`config.mk`:
```
export PLATFORM = sky130hd
export DESIGN_NAME = brent_kung_pipe
export DESIGN_NICKNAME = d
export VERILOG_FILES = /design/src/rtl/brent_kung_pipe.sv
export SDC_FILE = /design/constraint.sdc
export NUM_CORES = 1
export LEC_CHECK = 0
export ABC_AREA = 0
export CAP_MARGIN = 5
export CORE_MARGIN = 2
export CORE_UTILIZATION = 45
export DETAILED_ROUTE_END_ITERATION = 7
export GPL_ROUTABILITY_DRIVEN = 0
export HOLD_SLACK_MARGIN = 0.06
export PLACE_DENSITY = 0.71
export SYNTH_ARGS = -nofsm -noshare
export SYNTH_HDL_FRONTEND = slang
export SYNTH_SLANG_ARGS = --single-unit
export TNS_END_PERCENT = 1
```
`constraint.sdc`:
```
create_clock -name clk -period 8.25 [get_ports clk]
set_input_delay 2.0625 -clock clk [delete_from_list [all_inputs] [get_ports clk]]
set_output_delay 2.0625 -clock clk [all_outputs]
set_load 0.02 [all_outputs]
```
`src/rtl/brent_kung_pipe.sv`:
```
// Three-stage pipelined Brent-Kung adder/subtractor with valid/ready flow control.
// S1 holds propagate/generate, S2 the up-swept tree, S3 the final Sum/Ovf.

module brent_kung_pipe #(
  parameter int N      = 32,
  parameter bit OVF_EN = 1'b1
) (
  input  logic         clk,
  input  logic         rst,
  input  logic         in_valid,
  output logic         in_ready,
  input  logic [N-1:0] A,
  input  logic [N-1:0] B,
  input  logic         Cin,
  input  logic         Sub,
  output logic         out_valid,
  input  logic         out_ready,
  output logic [N:0]   Sum,
  output logic         Ovf
);

  localparam int            LG  = $clog2(N);
  localparam logic [N-1:0]  ONE = {{(N-1){1'b0}}, 1'b1};

  // Up-sweep level l: node i absorbs node i-2^(l-1) when i+1 is a multiple of 2^l.
  function automatic logic [N-1:0] up_mask(input int l);
    logic [N-1:0] m;
    m = '0;
    for (int i = 0; i < N; i++)
      if (((i + 1) % (1 << l)) == 0) m = m | (ONE << i);
    return m;
  endfunction

  // Down-sweep level l: nodes halfway between up-sweep nodes pick up the full prefix.
  function automatic logic [N-1:0] dn_mask(input int l);
    logic [N-1:0] m;
    m = '0;
    for (int i = 0; i < N; i++)
      if ((((i + 1) % (1 << l)) == (1 << (l - 1))) && (i >= (1 << l))) m = m | (ONE << i);
    return m;
  endfunction

  logic         v1, v2, v3;
  logic         r1, r2, r3;
  logic [N-1:0] p1, g1, p2, gu2, pu2;
  logic         c1, c2;

  logic [N-1:0] bx, p0, g0;
  logic         c0;
  logic [N-1:0] gu, pu, gd;
  logic [N:0]   sum_c;
  logic         ovf_c;

  // A stage may load when empty or when its successor takes its contents.
  assign r3        = !v3 || out_ready;
  assign r2        = !v2 || r3;
  assign r1        = !v1 || r2;
  assign in_ready  = r1;
  assign out_valid = v3;

  // NOTE: combinational blocks assign every output first, so no latch is inferred.
  always_comb begin
    bx    = Sub ? ~B : B;
    c0    = Sub | Cin;
    p0    = A ^ bx;
    g0    = A & bx;
    g0[0] = g0[0] | (p0[0] & c0);
  end

  always_comb begin
    gu = g1;
    pu = p1;
    for (int l = 1; l <= LG; l++) begin
      gu = gu | (up_mask(l) & pu & (gu << (1 << (l - 1))));
      pu = pu & (~up_mask(l) | (pu << (1 << (l - 1))));
    end
  end

  // Each down-sweep node is touched once, so its up-swept group propagate is still current.
  always_comb begin
    gd = gu2;
    for (int l = LG - 1; l >= 1; l--)
      gd = gd | (dn_mask(l) & pu2 & (gd << (1 << (l - 1))));
    sum_c = {gd[N-1], p2 ^ {gd[N-2:0], c2}};
    ovf_c = OVF_EN ? (gd[N-1] ^ gd[N-2]) : 1'b0;
  end

  // NOTE: sequential state uses non-blocking assignments so every stage samples pre-edge values.
  always_ff @(posedge clk) begin
    if (rst) begin
      v1  <= 1'b0;
      v2  <= 1'b0;
      v3  <= 1'b0;
      Sum <= '0;
      Ovf <= 1'b0;
    end else begin
      if (r1) v1 <= in_valid;
      if (r2) v2 <= v1;
      if (r3) v3 <= v2;
      if (r3 && v2) begin
        Sum <= sum_c;
        Ovf <= ovf_c;
      end
    end
  end

  // NOTE: datapath registers carry no reset; the valid bits alone decide whether they matter.
  always_ff @(posedge clk) begin
    if (r1 && in_valid) begin
      p1 <= p0;
      g1 <= g0;
      c1 <= c0;
    end
    if (r2 && v1) begin
      p2  <= p1;
      gu2 <= gu;
      pu2 <= pu;
      c2  <= c1;
    end
  end

endmodule

```
==> out/results.tsv, run 1 <==
metric	value	unit
largest net degree at the start of global routing	77	
vias in the first global route	3939	
Worst EP required	6.19	ns
Via density	4.82	
fillers	1192	
Cell Area, Synth	7050	µm²
status	completed	
reg2reg setup slack	6.20	ns
Post-Synthesis Cells	478	
H-Tree Level Count	4	
most common cell in the synthesized netlist	edfxtp_1	
CTS tree	yes	
antenna violations before repair	0	
Synth Area per Inst	14.8	µm²
Core Box Area	15300	µm²
Clock transition at path regs	0.06	ns
internal power	1600	µW
Max-Cap Viols	0	
First-pass DRT Iterations	4	
Die Span Y	129	µm
Commonest cells post-synth	edfxtp_1 (141), nand2_1 (66), ha_1 (47)	
die area	16700	µm²
clk sinks	178	
Main synth FF type	edfxtp_1	
drt wl/cell	14.4	µm
area leader, netlist	edfxtp_1	
final count of hold timing violations	0	
CTS Root Cell	clkbuf_16	
number of buffers on the longest clock path	2	
Synth Register Bits	178	
clk_skew	0.00446	ns
fmax	0.171	GHz
first-pass GRT wire length	18700	µm
Mapped Nets	595	
Clk pwr share	38.2	%
row cnt	45	
Yosys Warn Count	0	
leakage power	0.00327	µW
antenna fix cells	0	
HPWL Detailed	8020	µm
top post-synthesis cells by area	edfxtp_1 (60%), dfxtp_1 (11%), ha_1 (8.3%)	
Seq pwr share	53.1	%
post-CTS setup buffers	0	
share of the synthesized area in the top cell type	60.0	%
sw frac	22.2	%
fin crit share	70.9	%
Seq/Total Area, Yosys	70.5	%
RSZ-0062 raised after global routing	no	
Power Density	230	nW/µm²
worst skew pair latency	0.43	ns
area of the multi-input gates	2030	µm²
critical path type	input pin to output port	
post-CTS resize count	0	
TritonCTS Buffers	17	
Total Wirelength	11700	µm
Hold Path Class	flip-flop to flip-flop	
max-slew violations	0	
Fin Hold WS	0.434	ns
post-layout min period	5.85	ns
worst vdd ir	0.147	mV
Final ANT Viol Nets	0	
Layout area overhead	26.9	%
DRC Markers	0	
Iteration-0 DRC Markers	220	
combinational share of power	8.7	%
Die X	129	µm
critical path endpoint category	output port	
FFs w/ async S/R, synth	0	%
Ports	106	
slew of the pin with the lowest slew margin	0.993	ns
Overflow after GRT	0	
CP Launch Type	input pin	
Power Total	2050	µW
Rel. slew slack	33.8	%
CP Max Fanout	7	
setup_tns	0	ns
via count	3930	
fin nets	709	
Post-synth EDFFs	141	
share of layout cells above drive strength 1	7.44	%
initial core utilization	46.2	%
Unique masters post-synth	32	
final setup fails	0	
number of port buffers	105	
Sw Pwr	456	µW
hold buffer count at CTS	0	
storage element area	4970	µm²
GRT Total Usage	15.1	%
CP arrival	3.79	ns
[routing by layer]
layer / GRT usage [%] / up-vias / part of all wire, %
li1: - / 1959 / -
met1: 16.9 / 1887 / 42
met2: 26.4 / 71 / 52
met3: 5.45 / 13 / 4.4
met4: 6.01 / 0 / 1.5
met5: 0 / - / 0
[layout by cell type, fill, tap and decap left out, types with 5 or more instances in the layout]
cell,count
a21o_1,28
a21oi_1,34
and2_1,8
and3_1,5
buf_4,5
clkbuf_16,17
clkdlybuf4s50_1,104
clkinv_4,6
dfxtp_1,37
edfxtp_1,141
ha_1,47
nand2_1,66
nor2_1,20
xnor2_1,18
xor2_1,32
[layout make-up]
cell class                      instances  area share, %
Timing Repair Buffer                  110           12.1
Clock inverter                         15           1.80
Tap cell                              211           2.95
Inverter                                3          0.126
Sequential cell                       178           55.6
Clock buffer                           17           4.75
Multi-Input combinational cell        282           22.7
[worst paths after layout]
path             start       end  cells after the start
max          out_ready  in_ready                      4
max reg2reg    gu2[15]   Sum[31]                      8
min reg2reg      p1[0]    pu2[0]                      0
min              p1[0]    pu2[0]                      0
[sequential cells by signal (all words and copies together) (netlist names)]
name       count
pu2           26
v1             1
p1            32
v2             1
out_valid      1
Sum           33
p2            17
c1             1
Ovf            1
g1            32
gu2           32
c2             1
[per-stage QoR]
step,std cells,instance area [µm²],util (%),setup slack (ns)
final,816,8950,58.6,2.40
after floorplan,478,7050,-,1.95
after global placement,784,8360,54.8,2.47
after CTS,816,8950,58.6,2.40
after global routing,816,8950,58.6,2.30
after detailed placement,784,8360,54.8,2.40
[power groups by stage]
stage                     registers, µW  logic, µW  clock network [µW]
final                              1090        179                 784
after global routing               1100        201                 833
after CTS                          1090        182                 799
after detailed placement           1110        180                   0
after global placement             1100        175                   0
after floorplan                    1110       93.7                   0
[critical path, cell delays in order]
cell,delay (ns)
clkdlybuf4s50_1,0.40
nor2b_1,0.57
nand3_1,0.19
clkdlybuf4s50_1,0.57
[cell families (layout without fill, tap and decap cells)]
group           after synthesis  count (layout)  share of synthesized area, %
flops                       178             178                          70.5
buf+inv                      18             145                          1.12
fa+ha+maj                    47              47                          8.34
simple gates                107             107                          6.46
compound gates               78              78                          7.33
xor+xnor                     50              50                          6.21
Power figures use the tool's default switching activity.
==> inputs of run 2 (changes only) <==
PLACE_DENSITY = 0.68   (was 0.71)
clock period = 5.75 ns   (was 8.25 ns; I/O delays follow)
==> run 2 against run 1 <==
Net effect:
- global-route usage decreased by 0.20 points
- count of clock-buffer cells in the layout increased by 3
- power increased by 52%
- sequential power increased by 43%
- hold slack got worse by 0.013 ns
- final cell count decreased by 0.12%
- critical endpoint unchanged
==> out/results.tsv, run 2 (synthesis results as in run 1) <==
metric	value	unit
Core Box Area	15300	µm²
via count	3948	
clk_skew	0.00556	ns
initial core utilization	46.2	%
CP Max Fanout	7	
CP arrival	3.13	ns
leakage power	0.00331	µW
fin nets	709	
Max-Cap Viols	0	
clk sinks	178	
number of port buffers	105	
Power Density	346	nW/µm²
setup slack after placement	1.17	ns
antenna fix cells	0	
Hold Path Class	flip-flop to flip-flop	
Die Span Y	129	µm
First-pass DRT Iterations	4	
TritonCTS Buffers	17	
Total Wirelength	11800	µm
Final ANT Viol Nets	0	
commonest non-fill, non-tap cells in the layout	edfxtp_1 (141), clkdlybuf4s50_1 (104), nand2_1 (66), ha_1 (47), dfxtp_1 (37)	
drt wl/cell	14.5	µm
CP Launch Type	input pin	
DRC Markers	0	
Via density	4.84	
Fin Hold WS	0.422	ns
fmax	0.219	GHz
slowest CP cell	clkdlybuf4s50_1	
commonest non-fill, non-tap cell in the layout	edfxtp_1	
CTS tree	yes	
Clock transition at path regs	0.06	ns
CP max stage delay	0.57	ns
share of layout cells above drive strength 1	6.79	%
post-CTS resize count	0	
H-Tree Level Count	4	
antenna violations before repair	0	
worst vdd ir	0.223	mV
CP cell instances	clkdlybuf4s50_1 > nor2b_1 > nand3_1 > clkdlybuf4s50_1	
vias in the first global route	3896	
Final WS setup	1.18	ns
row cnt	45	
Overflow after GRT	0	
HPWL Detailed	8000	µm
worst skew pair latency	0.42	ns
Ports	106	
number of buffers on the longest clock path	2	
max-slew violations	0	
final count of hold timing violations	0	
hold buffer count at CTS	0	
most frequent cell on the critical path	clkdlybuf4s50_1	
fin crit share	79.5	%
setup_tns	0	ns
critical path endpoint category	output port	
CTS Root Cell	clkbuf_16	
Power Total	3130	µW
Die X	129	µm
RSZ-0062 raised after global routing	no	
Top reg by flops	Sum	
post-layout min period	4.57	ns
status	completed	
die area	16700	µm²
Iteration-0 DRC Markers	209	
max reg flops	33	
critical path type	input pin to output port	
Worst EP required	4.31	ns
Layout area overhead	28.1	%
post-CTS setup buffers	0	
slew of the pin with the lowest slew margin	0.983	ns
largest net degree at the start of global routing	77	
first-pass GRT wire length	18500	µm
GRT Total Usage	14.9	%
Rel. slew slack	34.5	%
final setup fails	0	
## run 2: changes by cell type in the layout (fill, tap and decap cells not counted)
| cell | change |
|---|---|
| clkbuf_1 | +3 |
| clkinv_4 | -6 |
| bufinv_16 | +5 |
| clkinvlp_4 | -1 |
| inv_6 | -2 |
## run 2: worst max-delay path: cells and delay by family
kind | cells | cell delay, ns
simple gates | 2 | 0.72
buf+inv | 2 | 0.97
## run 2: worst paths after layout
kind,from,to,slack [ns],cells past startpoint
setup reg to reg,gu2[15],Sum[31],3.74,8
hold / removal,c1,c2,0.42,0
hold reg to reg,c1,c2,0.42,0
setup / recovery,out_ready,in_ready,1.18,4
## run 2: per-stage QoR
stage	instances	cell area, µm²	utilization, %
global route	815	9030	59.2
floorplan	478	7050	-
global placement	784	8360	54.8
detailed placement	784	8360	54.8
finish	815	9030	59.2
CTS	815	9030	59.2
## run 2: final cells by class
type	count	area, µm²
tap	211	264
sequential	178	4970
clock buffer	20	437
clock inverter	11	234
multi-input combinational	282	2030
inverter	3	11.3
fill	1219	6230
timing repair buffer	110	1080
## run 2: power by group
part / total, µW / internal [µW] / switching, µW / leakage [µW]
Sequential: 1560 / 1520 / 47.4 / 0.00163
Clock: 1300 / 854 / 450 / 0.000318
Combinational: 257 / 132 / 125 / 0.00136
Total: 3130 / 2500 / 623 / 0.00331
## run 2: per-layer routing
metal	share of wire (%)	wire [µm]	GRT usage, %
met1	41	4800	16.3
met2	53	6280	26.4
met3	4.4	522	4.58
met4	1.9	223	7.23
met5	0	0	0
